`src/rtl/snake_pkg.sv`:
```
// snake_pkg: shared encodings for the snake game controller and drawer.
package snake_pkg;
  typedef enum logic [1:0] {ST_IDLE = 2'b00, ST_PLAY = 2'b01, ST_OVER = 2'b11} state_t;
  typedef enum logic [2:0] {DIR_IDLE = 3'd0, DIR_UP = 3'd1, DIR_DOWN = 3'd2, DIR_LEFT = 3'd3, DIR_RIGHT = 3'd4} dir_t;
  typedef enum logic [1:0] {COL_NONE = 2'b00, COL_WALL = 2'b01, COL_APPLE = 2'b10, COL_SELF = 2'b11} col_t;

  function automatic logic is_reverse(input dir_t a, input dir_t b);
    return (a == DIR_UP && b == DIR_DOWN) || (a == DIR_DOWN && b == DIR_UP) ||
           (a == DIR_LEFT && b == DIR_RIGHT) || (a == DIR_RIGHT && b == DIR_LEFT);
  endfunction
endpackage

```
`src/rtl/snake_dir_filter.sv`:
```
// snake_dir_filter: button priority, reverse rejection and the pending direction register.
module snake_dir_filter
  import snake_pkg::*;
(
  input  logic       clk,
  input  logic       reset_n,
  input  logic [3:0] btn,
  input  dir_t       committed,
  input  logic       clear,
  output dir_t       pending
);
  dir_t req;

  always_comb req = btn[3] ? DIR_UP : btn[2] ? DIR_DOWN : btn[1] ? DIR_LEFT : btn[0] ? DIR_RIGHT : DIR_IDLE;

  // Reversal is judged against the committed heading so the snake can never fold onto itself.
  always_ff @(posedge clk or negedge reset_n)
    if (!reset_n) pending <= DIR_IDLE;
    else if (clear) pending <= DIR_IDLE;
    else if (req != DIR_IDLE && !is_reverse(req, committed)) pending <= req;
endmodule

```
`src/rtl/snake_game_ctrl.sv`:
```
// snake_game_ctrl: game FSM, step timer and once-per-frame collision resolver.
// Define SNAKE_SCORE_EN to add the 8-bit apple score output.
module snake_game_ctrl
  import snake_pkg::*;
#(
  parameter int SIZE            = 10,
  parameter int BIT             = 10,
  parameter int H_RES           = 640,
  parameter int V_RES           = 480,
  parameter int FRAMES_PER_STEP = 8,
  parameter int GAMEOVER_FRAMES = 120
) (
  input  logic           clk,
  input  logic           reset_n,
  input  logic [BIT-1:0] x_pos,
  input  logic [BIT-1:0] y_pos,
  input  logic           frame_tick,
  input  logic [3:0]     btn,
  input  logic           snake_head_active,
  input  logic           snake_body_active,
  input  logic           apple_active,
  output logic [1:0]     game_state,
  output logic [2:0]     direction,
  output logic           update,
`ifdef SNAKE_SCORE_EN
  output logic [1:0]     collision,
  output logic [7:0]     score
`else
  output logic [1:0]     collision
`endif
);
  localparam int SW = FRAMES_PER_STEP > 1 ? $clog2(FRAMES_PER_STEP) : 1;
  localparam int GW = GAMEOVER_FRAMES > 1 ? $clog2(GAMEOVER_FRAMES) : 1;
  localparam logic [SW-1:0] STEP_LAST = SW'(FRAMES_PER_STEP - 1);
  localparam logic [GW-1:0] GO_LAST = GW'(GAMEOVER_FRAMES - 1);
  localparam logic [BIT-1:0] X_END = BIT'(H_RES);
  localparam logic [BIT-1:0] Y_END = BIT'(V_RES);
  localparam logic [BIT-1:0] BORDER = BIT'(SIZE);
  localparam logic [BIT-1:0] X_WALL = BIT'(H_RES - SIZE);
  localparam logic [BIT-1:0] Y_WALL = BIT'(V_RES - SIZE);

  state_t state;
  dir_t dir, pending;
  col_t col, resolved;
  logic self_f, apple_f, wall_f, visible, border, fatal;
  logic [SW-1:0] step;
  logic [GW-1:0] go_cnt;

  assign game_state = state;
  assign direction  = dir;
  assign collision  = col;
  assign visible    = x_pos < X_END && y_pos < Y_END;
  assign border     = x_pos < BORDER || x_pos >= X_WALL || y_pos < BORDER || y_pos >= Y_WALL;
  assign resolved   = self_f ? COL_SELF : wall_f ? COL_WALL : apple_f ? COL_APPLE : COL_NONE;
  assign fatal      = resolved == COL_WALL || resolved == COL_SELF;

  snake_dir_filter u_filter (
    .clk       (clk),
    .reset_n   (reset_n),
    .btn       (btn),
    .committed (dir),
    .clear     (state == ST_OVER),
    .pending   (pending)
  );

  always_ff @(posedge clk or negedge reset_n)
    if (!reset_n) begin
      state   <= ST_IDLE;
      dir     <= DIR_IDLE;
      update  <= 1'b0;
      col     <= COL_NONE;
      self_f  <= 1'b0;
      apple_f <= 1'b0;
      wall_f  <= 1'b0;
      step    <= '0;
      go_cnt  <= '0;
`ifdef SNAKE_SCORE_EN
      score   <= 8'd0;
`endif
    end else begin
      update <= 1'b0;
      if (frame_tick) begin
        col     <= resolved;
        self_f  <= 1'b0;
        apple_f <= 1'b0;
        wall_f  <= 1'b0;
      end else if (state == ST_PLAY && visible && snake_head_active) begin
        self_f  <= self_f | snake_body_active;
        apple_f <= apple_f | apple_active;
        wall_f  <= wall_f | border;
      end
      if (state == ST_IDLE) begin
        if (|btn) begin
          state <= ST_PLAY;
          step  <= '0;
`ifdef SNAKE_SCORE_EN
          score <= 8'd0;
`endif
        end
      end else if (state == ST_PLAY) begin
        if (frame_tick && fatal) begin
          state  <= ST_OVER;
          dir    <= DIR_IDLE;
          step   <= '0;
          go_cnt <= '0;
        end else if (frame_tick) begin
          step <= step == STEP_LAST ? '0 : step + SW'(1);
          if (step == STEP_LAST) begin
            dir    <= pending;
            update <= 1'b1;
          end
`ifdef SNAKE_SCORE_EN
          if (resolved == COL_APPLE && score != 8'hFF) score <= score + 8'd1;
`endif
        end
      end else begin
        dir <= DIR_IDLE;
        if (frame_tick) begin
          go_cnt <= go_cnt == GO_LAST ? '0 : go_cnt + GW'(1);
          if (go_cnt == GO_LAST) begin
            state <= ST_IDLE;
            col   <= COL_NONE;
          end
        end
      end
    end
endmodule

```
`config.mk`:
```
export PLATFORM = sky130hd
export DESIGN_NAME = snake_game_ctrl
export DESIGN_NICKNAME = d
export VERILOG_FILES = /design/src/rtl/snake_pkg.sv /design/src/rtl/snake_dir_filter.sv /design/src/rtl/snake_game_ctrl.sv
export SDC_FILE = /design/constraint.sdc
export NUM_CORES = 1
export LEC_CHECK = 0
export CAP_MARGIN = 20
export CORE_ASPECT_RATIO = 0.8
export CORE_MARGIN = 5
export CORE_UTILIZATION = 50
export DETAILED_ROUTE_END_ITERATION = 7
export GPL_ROUTABILITY_DRIVEN = 0
export PLACE_DENSITY = 0.82
export SLEW_MARGIN = 20
export SYNTH_ARGS = -nofsm -noshare
export SYNTH_HDL_FRONTEND = slang
export SYNTH_SLANG_ARGS = --single-unit
```
`constraint.sdc`:
```
create_clock -name clk -period 3.03 [get_ports clk]
set_input_delay 0.606 -clock clk [delete_from_list [all_inputs] [get_ports clk]]
set_output_delay 0.606 -clock clk [all_outputs]
set_load 0.05 [all_outputs]
```
# ---- Word-level counts from Yosys, hierarchy flattened
# Cells that the tools add are included.
# Widths: inputs -> output; s select.
dict set report op_classes {
  n_addsub 2
  n_mux 45
  bitwise_logic 4
  n_eq_ne 19
  magnitude_cmp 6
  reduce_logical 31
}
# op n
set ops {}
lappend ops {{$mux 3} 16}
lappend ops {{$mux 2} 14}
lappend ops {{$mux 7} 4}
lappend ops {{$lt 10x4->1 const B} 2}
lappend ops {{$eq 3x2->1 const B} 4}
lappend ops {{$reduce_bool 3->1} 4}
lappend ops {{$mux 1} 11}
lappend ops {{$ge 10x10->1 const B} 1}
lappend ops {{$ge 10x9->1 const B} 1}
lappend ops {{$lt 10x10->1 const B} 1}
lappend ops {{$lt 10x9->1 const B} 1}
lappend ops {{$eq 3x3->1 const B} 3}
lappend ops {{$logic_and 1x1->1} 9}
lappend ops {{$reduce_and 3->1} 3}
lappend ops {{$reduce_bool 2->1} 4}
lappend ops {{$add 7x1->7 const B} 1}
lappend ops {{$eq 7x7->1 const B} 1}
lappend ops {{$logic_or 1x1->1} 7}
lappend ops {{$eq 3x1->1 const B} 2}
lappend ops {{$ne 3x1->1 const B} 2}
lappend ops {{$eq 2x1->1 const B} 2}
lappend ops {{$eq 2x2->1 const B} 2}
lappend ops {{$ne 2x1->1 const B} 2}
lappend ops {{$reduce_and 4->1} 1}
lappend ops {{7 further kinds} 9}
dict set report totals {
  register_bits 24
  in_bits 30
}

# ---- Depth between registers and ports, before layout
# Gate-level depths: netlist of the first run.
dict set report depth {
  ltp_word 13
  mapped_depth 6
  depth_no_buf 6
}

# ---- Hierarchy
# A second synthesis of the first run with hierarchy kept.
dict set report hier_totals {
  cells_unflattened 152
  hier_area_um2 1448.9
}
# mod seq_area_each_um2 area_per_inst_um2 cells_each n_inst
set modules_own_cells {}
lappend modules_own_cells {snake_game_ctrl 525.5 1183.6 121 1}
lappend modules_own_cells {snake_dir_filter 75.1 265.3 31 1}

# ---- Worst setup path before layout of the first run
# Ideal clock, no wire load.
dict set report synth_timing {
  kind {reg2reg}
  from {reg dir[1], in the netlist direction[1]}
  to {reg u_filter.pending[0]}
  synth_period_minus_slack_ns 1.693
  n_path_buf 0
  arrival_ns 1.573
  required_ns 2.910
  stages_incl_launch_ff 5
  setup_ns 0.120
  slack_ns 1.337
  cell_sequence {dfrtp_1 > nor3b_1 > mux2_2 > a211o_1 > a31o_1}
}
dict set report synth_via {
  elab_chain_cells 8
  elab_cells_between_ends 14
  classes_between {eq/ne (4); reduce/logical (10)}
}
# item line
set synth_lines {}
lappend synth_lines {{from (decl)} snake_game_ctrl.sv:43} ;# dir_t dir, pending;
lappend synth_lines {{from (signal assigned)} snake_game_ctrl.sv:109} ;# dir <= pending;
lappend synth_lines {{$eq 3x2->1 / $eq 3x1->1 (equally long branches)} snake_pkg.sv:8} ;# return (a == DIR_UP && b == DIR_DOWN) || (a == DIR_DOWN && b == DIR_UP) ||
lappend synth_lines {{$logic_and 1x1->1} snake_pkg.sv:8}
lappend synth_lines {{$logic_or 1x1->1 (2 in series)} snake_pkg.sv:8}
lappend synth_lines {{$logic_or 1x1->1 *} snake_pkg.sv:9} ;# (a == DIR_LEFT && b == DIR_RIGHT) || (a == DIR_RIGHT && b == DIR_LEFT);
lappend synth_lines {{$logic_not 1->1 *} snake_dir_filter.sv:20} ;# else if (req != DIR_IDLE && !is_reverse(req, committed)) pending <= req;
lappend synth_lines {{$logic_and 1x1->1 *} snake_dir_filter.sv:20}
lappend synth_lines {{$reduce_bool 2->1 (no source line) *} -}
lappend synth_lines {{to (signal assigned)} snake_dir_filter.sv:20}
lappend synth_lines {{to (decl)} snake_dir_filter.sv:10} ;# output dir_t pending
# Mark *: on every way between the ends. The rest lies on a longest branch, timed or not.
# A chain may end at the register's enable or synchronous reset.

# ---- Final worst setup path of the first run
dict set report layout_timing {
  from {reg state[0], in the netlist game_state[0]}
  to {out game_state[0]}
}
# item line
set layout_lines {}
lappend layout_lines {{from (decl)} snake_game_ctrl.sv:42} ;# state_t state;
lappend layout_lines {{from (signal assigned)} snake_game_ctrl.sv:68} ;# state <= ST_IDLE;
lappend layout_lines {{from (signal assigned)} snake_game_ctrl.sv:94} ;# state <= ST_PLAY;
lappend layout_lines {{from (signal assigned)} snake_game_ctrl.sv:102} ;# state <= ST_OVER;
lappend layout_lines {{to (decl)} snake_game_ctrl.sv:22} ;# output logic [1:0] game_state,
# No word-level cell between the ends.

==> results.sh, run 1 <==
export IMPL_hold_path_class="register to register"
export IMPL_yosysUniqueCellTypes=48
export IMPL_min_path_cells=2
export IMPL_path_clk_slew_ps=120
export IMPL_vias=1336
export IMPL_path_buf_inv=1
export IMPL_critPathArrivalTime_ps=1870
export IMPL_fillers=214
export IMPL_cts_tree="yes"
export IMPL_cts_max_level=1
export IMPL_synthArstFlopShare_pct=100
export IMPL_cts_hold_fix_buffers=0
export IMPL_viasPerCell=5.83
export IMPL_core_area_mm2=0.00274
export IMPL_worstSkewPairLatency_ps=310
export IMPL_relSlewSlack_pct=65.7
export IMPL_ant_nets=0
export IMPL_stdcell_count=229
export IMPL_synth_nets=187
export IMPL_status="finished clean"
export IMPL_skew_ps=1.80
export IMPL_post_route_min_period_ps=2470
export IMPL_syn_inst=154
export IMPL_io_buffer_count=35
export IMPL_rsz0062_at_grt="no"
export IMPL_finalSetupViolations=0
export IMPL_cts_repair_resized=0
export IMPL_layout_nets=226
export IMPL_yosys_warnings=0
export IMPL_whs_endpoint="apple_f"
export IMPL_cap_violations=0
export IMPL_final_common_cell="clkdlybuf4s50_1"
export IMPL_ys_ff_latch=24
export IMPL_root_buffer="clkbuf_4"
export IMPL_synth_ff_type="dfrtp_1"
export IMPL_p_per_area_mw_per_mm2=523
export IMPL_routed_wl_mm=3.48
export IMPL_max_freq_mhz=404
export IMPL_n_antenna_cell=0
export IMPL_leakage_nw=0.769
export IMPL_chipHeight_um=57.6
export IMPL_critical_path_top_delay_family="buffers and inverters"
export IMPL_drive_above_1_share_pct=7.33
export IMPL_cts_sinks=24
export IMPL_r2r_start="game_state[0]"
export IMPL_drv_slew=0
export IMPL_reg2reg_depth=4
export IMPL_ys_seq_area_share_pct=42.3
export IMPL_hp_start="apple_f"
export IMPL_numCtsBuffers=3
export IMPL_die_x_um=69.6
export IMPL_antenna_found_initial=0
export IMPL_layout_common_cells="clkdlybuf4s50_1 (35), dfrtp_1 (24), o21ai_0 (16), nor2_1 (15)"
export IMPL_required_ps=2420
export IMPL_syn_area_mm2=0.00142
export IMPL_drcViolationCount=0
export IMPL_drtIter0Drc=57
export IMPL_crit_slowest_cell="clkdlybuf4s50_1"
export IMPL_crit_type="register to output pin"
export IMPL_fin_crit_sh_pct=81.6
export IMPL_grt_overflow_total=0
export IMPL_critPathLaunchType="register"
export IMPL_rows=17
export IMPL_wl_per_cell_um=15.2
export IMPL_synth_edff_count=0
export IMPL_cp_max_fo=15
export IMPL_io_pin_count=38
export IMPL_grt_pass1_wl_mm=5.91
export IMPL_rr_endpoint="go_cnt[3]"
export IMPL_grt_pass1_vias=1307
export IMPL_initial_core_util_pct=51.7
export IMPL_dp_hpwl_mm=2.74
export IMPL_grt_max_degree=25
export IMPL_finalHoldViolCount=0
export IMPL_worstPathCellList="clkdlybuf4s50_1"
export IMPL_track_usage_pct=18.2
export IMPL_dp_cells=226
export IMPL_peakVddDrop_mv=0.392
export IMPL_fin_util_pct=67.3
export IMPL_cpPeakStageDelay_ps=900
export IMPL_firstDrtPassIters=4
export IMPL_end_kind="output pin"
export IMPL_r2r_slack_ps=1340
export IMPL_setup_tns_ps=0
export IMPL_worst_slew_pin_slew_ps=513
export IMPL_syn_to_final_growth_pct=30.2
export IMPL_ctsLongestPathBuffers=2
export IMPL_die_area_mm2=0.00401
export IMPL_post_cts_repair_setup_buffers=0
export IMPL_syn_avg_cell_area_um2=9.21
[layer usage]
metal | share of wire, % | global-route usage [%]
met5 | 0 | 0
met1 | 45 | 24.2
met4 | 0.95 | 4.46
met3 | 4.5 | 4.68
met2 | 50 | 30.0
[synthesized netlist by cell type (2+ instances only)]
cell	count	area [µm²]
xor2_1	3	26.3
nor2_1	15	56.3
a211oi_1	2	15.0
mux2i_1	3	30.0
nor3_1	3	15.0
o21ai_0	16	80.1
and4_1	3	26.3
inv_1	9	33.8
a21oi_1	9	45.0
nand2_1	9	33.8
a31o_1	2	17.5
dfrtp_1	24	601
o21a_1	2	15.0
ha_1	3	37.5
o2111ai_1	3	26.3
and3_1	3	18.8
o211ai_1	5	37.5
o22ai_1	2	12.5
nand4_1	2	12.5
nor2b_1	4	25.0
clkbuf_1	4	15.0
nor4_1	2	12.5
[sequential cells by signal, summed over array words and instances (netlist names)]
register,flops
apple_f,1
game_state,2
direction,3
update,1
go_cnt,7
u_filter.pending,3
step,3
collision,2
self_f,1
wall_f,1
[kinds of logic (layout without fill, tap and decap cells)]
kind of cell	count (synthesis)	count (layout)	share of synthesized area [%]
compound gates	51	51	23.2
buf+inv	13	50	3.44
flops	24	24	42.3
xor+xnor	4	4	2.47
fa+ha+maj	3	3	2.65
simple gates	54	54	22.0
mux	5	5	3.97
[worst min-delay path: stages, from the launching register on]
cell     delay (ps)
dfrtp_1         360
a21oi_1          40
nor2_1           90
[final cells by class]
class / instances / area, µm² / area share (%)
sequential: 24 / 601 / 32.5
tap: 38 / 47.5 / 2.57
inverter: 9 / 33.8 / 1.83
clock buffer: 3 / 22.5 / 1.22
timing repair buffer: 38 / 373 / 20.2
multi-input combinational: 117 / 769 / 41.7
[worst max-delay path by stage]
stage	start	to	slack [ps]	cells past startpoint
6_report	game_state[0]	game_state[0]	560	1
5_1_grt	game_state[0]	game_state[0]	480	1
4_1_cts	game_state[0]	game_state[0]	550	1
3_5_place_dp	btn[1]	step[0]	700	5
3_3_place_gp	btn[1]	step[0]	760	5
2_1_floorplan	direction[1]	u_filter.pending[0]	1340	4
[per-stage QoR]
| stage | hold WS (ps) | area [µm²] | total power, mW | setup WS (ps) |
|---|---|---|---|---|
| floorplan | 310 | 1420 | 0.697 | 1340 |
| global placement | 478 | 1820 | 0.812 | 762 |
| detailed placement | 505 | 1820 | 0.836 | 697 |
| CTS | 533 | 1850 | 0.973 | 546 |
| global route | 556 | 1850 | 1.05 | 482 |
| finish | 523 | 1850 | 0.967 | 556 |
[where the power goes]
part	leakage, nW	internal, mW	switching (mW)
Combinational	0.447	0.183	0.205
Clock	0.0138	0.0466	0.0897
Sequential	0.309	0.386	0.0564
Total	0.769	0.615	0.351
Power figures use the tool's default switching activity.
==> run 2: changes to the inputs <==
--- a/config.mk
+++ b/config.mk
@@ -8,10 +8,10 @@
 export CAP_MARGIN = 20
 export CORE_ASPECT_RATIO = 0.8
 export CORE_MARGIN = 5
-export CORE_UTILIZATION = 50
+export CORE_UTILIZATION = 43
 export DETAILED_ROUTE_END_ITERATION = 7
 export GPL_ROUTABILITY_DRIVEN = 0
-export PLACE_DENSITY = 0.82
+export PLACE_DENSITY = 0.75
 export SLEW_MARGIN = 20
 export SYNTH_ARGS = -nofsm -noshare
 export SYNTH_HDL_FRONTEND = slang
==> constraint.sdc (replaced) <==
create_clock -name clk -period 2 [get_ports clk]
set_input_delay 0.4 -clock clk [delete_from_list [all_inputs] [get_ports clk]]
set_output_delay 0.4 -clock clk [all_outputs]
set_load 0.05 [all_outputs]
==> run 2 against run 1 <==
Effect of this change:
- power is 78% higher
- sequential share of layout area is 1.7 points lower
- worst setup slack worse by 430 ps
- die area is 14% higher
- critical path depth stayed put
- clock power grew to 3.1 times the previous value
- routed wire length is 8.8% higher
- sequential power is 60% higher
- via count is 3.6% higher
- register-to-register slack worse by 1000 ps
- cell count is 4.4% higher
- largest cell class unchanged
==> results.sh, run 2 (synthesized netlist as in run 1, its figures left out) <==
export IMPL_setup_tns_ps=0
export IMPL_cp_max_fo=2
export IMPL_critPathLaunchType="register"
export IMPL_hold_slack_ps=487
export IMPL_antenna_found_initial=0
export IMPL_max_freq_mhz=535
export IMPL_initial_core_util_pct=45.3
export IMPL_cts_hold_fix_buffers=0
export IMPL_grt_max_degree=25
export IMPL_drive_above_1_share_pct=13.6
export IMPL_worstPathCellList="clkdlybuf4s50_1"
export IMPL_dp_hpwl_mm=2.99
export IMPL_critPathArrivalTime_ps=1470
export IMPL_track_usage_pct=17.8
export IMPL_dpl_cell_area_mm2=0.00188
export IMPL_root_buffer="clkbuf_8"
export IMPL_skew_ps=7.49
export IMPL_layout_nets=233
export IMPL_design_area_mm2=0.00195
export IMPL_path_buf_inv=1
export IMPL_io_buffer_count=35
export IMPL_fin_crit_sh_pct=93.5
export IMPL_cpPeakStageDelay_ps=830
export IMPL_n_antenna_cell=0
export IMPL_drtIter0Drc=69
export IMPL_p_per_area_mw_per_mm2=880
export IMPL_cap_violations=0
export IMPL_routed_wl_mm=3.79
export IMPL_largest_reg_flops=7
export IMPL_critical_path_top_delay_family="buffers and inverters"
export IMPL_crit_type="register to output pin"
export IMPL_vias=1384
export IMPL_drv_slew=0
export IMPL_syn_to_final_growth_pct=37.5
export IMPL_end_kind="output pin"
export IMPL_viasPerCell=5.79
export IMPL_worst_slew_pin_slew_ps=660
export IMPL_status="finished clean"
export IMPL_grt_pass1_vias=1314
export IMPL_grt_overflow_total=0
export IMPL_numCtsBuffers=3
export IMPL_io_pin_count=38
export IMPL_required_ps=1600
export IMPL_ant_nets=0
export IMPL_final_common_cell="clkdlybuf4s50_1"
export IMPL_chipHeight_um=61.4
export IMPL_fin_total_pwr_mw=1.72
export IMPL_fillers=267
export IMPL_path_clk_slew_ps=90
export IMPL_ctsLongestPathBuffers=2
export IMPL_post_cts_repair_setup_buffers=0
export IMPL_leakage_nw=0.838
export IMPL_cts_sinks=24
export IMPL_wl_per_cell_um=15.9
export IMPL_core_area_mm2=0.00313
export IMPL_top_register="go_cnt"
export IMPL_post_route_min_period_ps=1870
export IMPL_layout_common_cells="clkdlybuf4s50_1 (30), dfrtp_1 (24), o21ai_0 (16), nor2_1 (15), buf_4 (14)"
export IMPL_firstDrtPassIters=4
export IMPL_die_x_um=74.2
export IMPL_die_area_mm2=0.00456
export IMPL_cts_repair_resized=0
export IMPL_hold_path_class="input pin to async pin"
export IMPL_peakVddDrop_mv=0.605
export IMPL_worstSkewPairLatency_ps=270
export IMPL_finalSetupViolations=0
export IMPL_crit_slowest_cell="clkdlybuf4s50_1"
export IMPL_finalHoldViolCount=0
export IMPL_cts_tree="yes"
export IMPL_rsz0062_at_grt="no"
export IMPL_cts_max_level=1
export IMPL_rows=18
export IMPL_grt_pass1_wl_mm=6.22
export IMPL_drcViolationCount=0
export IMPL_relSlewSlack_pct=56.0
## run 2: cell types whose count changed in the layout (fill, tap and decap cells not counted)
| cell | change |
|---|---|
| buf_12 | +1 |
| clkbuf_8 | +3 |
| clkdlybuf4s50_1 | -5 |
| buf_4 | +11 |
| bufinv_16 | +1 |
| clkbuf_4 | -3 |
## run 2: metrics by stage
stage / setup slack, ps / instances / util, %
2_1_floorplan: 307 / 154 / -
3_5_place_dp: 16.6 / 235 / 60.0
6_report: 130 / 239 / 62.3
4_1_cts: 121 / 239 / 62.3
3_3_place_gp: 48.4 / 235 / 60.0
5_1_grt: 81.5 / 239 / 62.3
## run 2: cell type report
class                      instances  area (µm²)  area share, %
multi-input combinational        117         769           39.4
sequential                        24         601           30.8
timing repair buffer              45         425           21.8
tap                               40        50.0           2.57
clock buffer                       3        41.3           2.12
inverter                           9        33.8           1.73
clock inverter                     1        30.0           1.54
## run 2: final timing paths
check | startpoint | end | slack [ps] | cells after the start
worst max-delay path | collision[1] | collision[1] | 130 | 1
worst min-delay path | reset_n | go_cnt[4] | 490 | 2
worst max register to register | game_state[1] | go_cnt[4] | 330 | 3
worst min register to register | u_filter.pending[0] | u_filter.pending[0] | 510 | 1
max in group asynchronous | reset_n | go_cnt[6] | 1280 | 2
min in group clk | u_filter.pending[0] | u_filter.pending[0] | 510 | 1
## run 2: metal layers
metal	GRT usage (%)	vias to the layer above	part of all wire, %
met3	4.40	6	3.8
met5	0	-	0
met2	28.9	25	50
met1	24.4	684	45
met4	3.55	0	1.2
li1	-	669	-
## run 2: power breakdown
part           internal [mW]  total [mW]  switching [mW]
Clock                  0.268       0.425           0.157
Combinational          0.293       0.585           0.292
Sequential             0.585       0.707           0.123
Total                   1.15        1.72           0.572
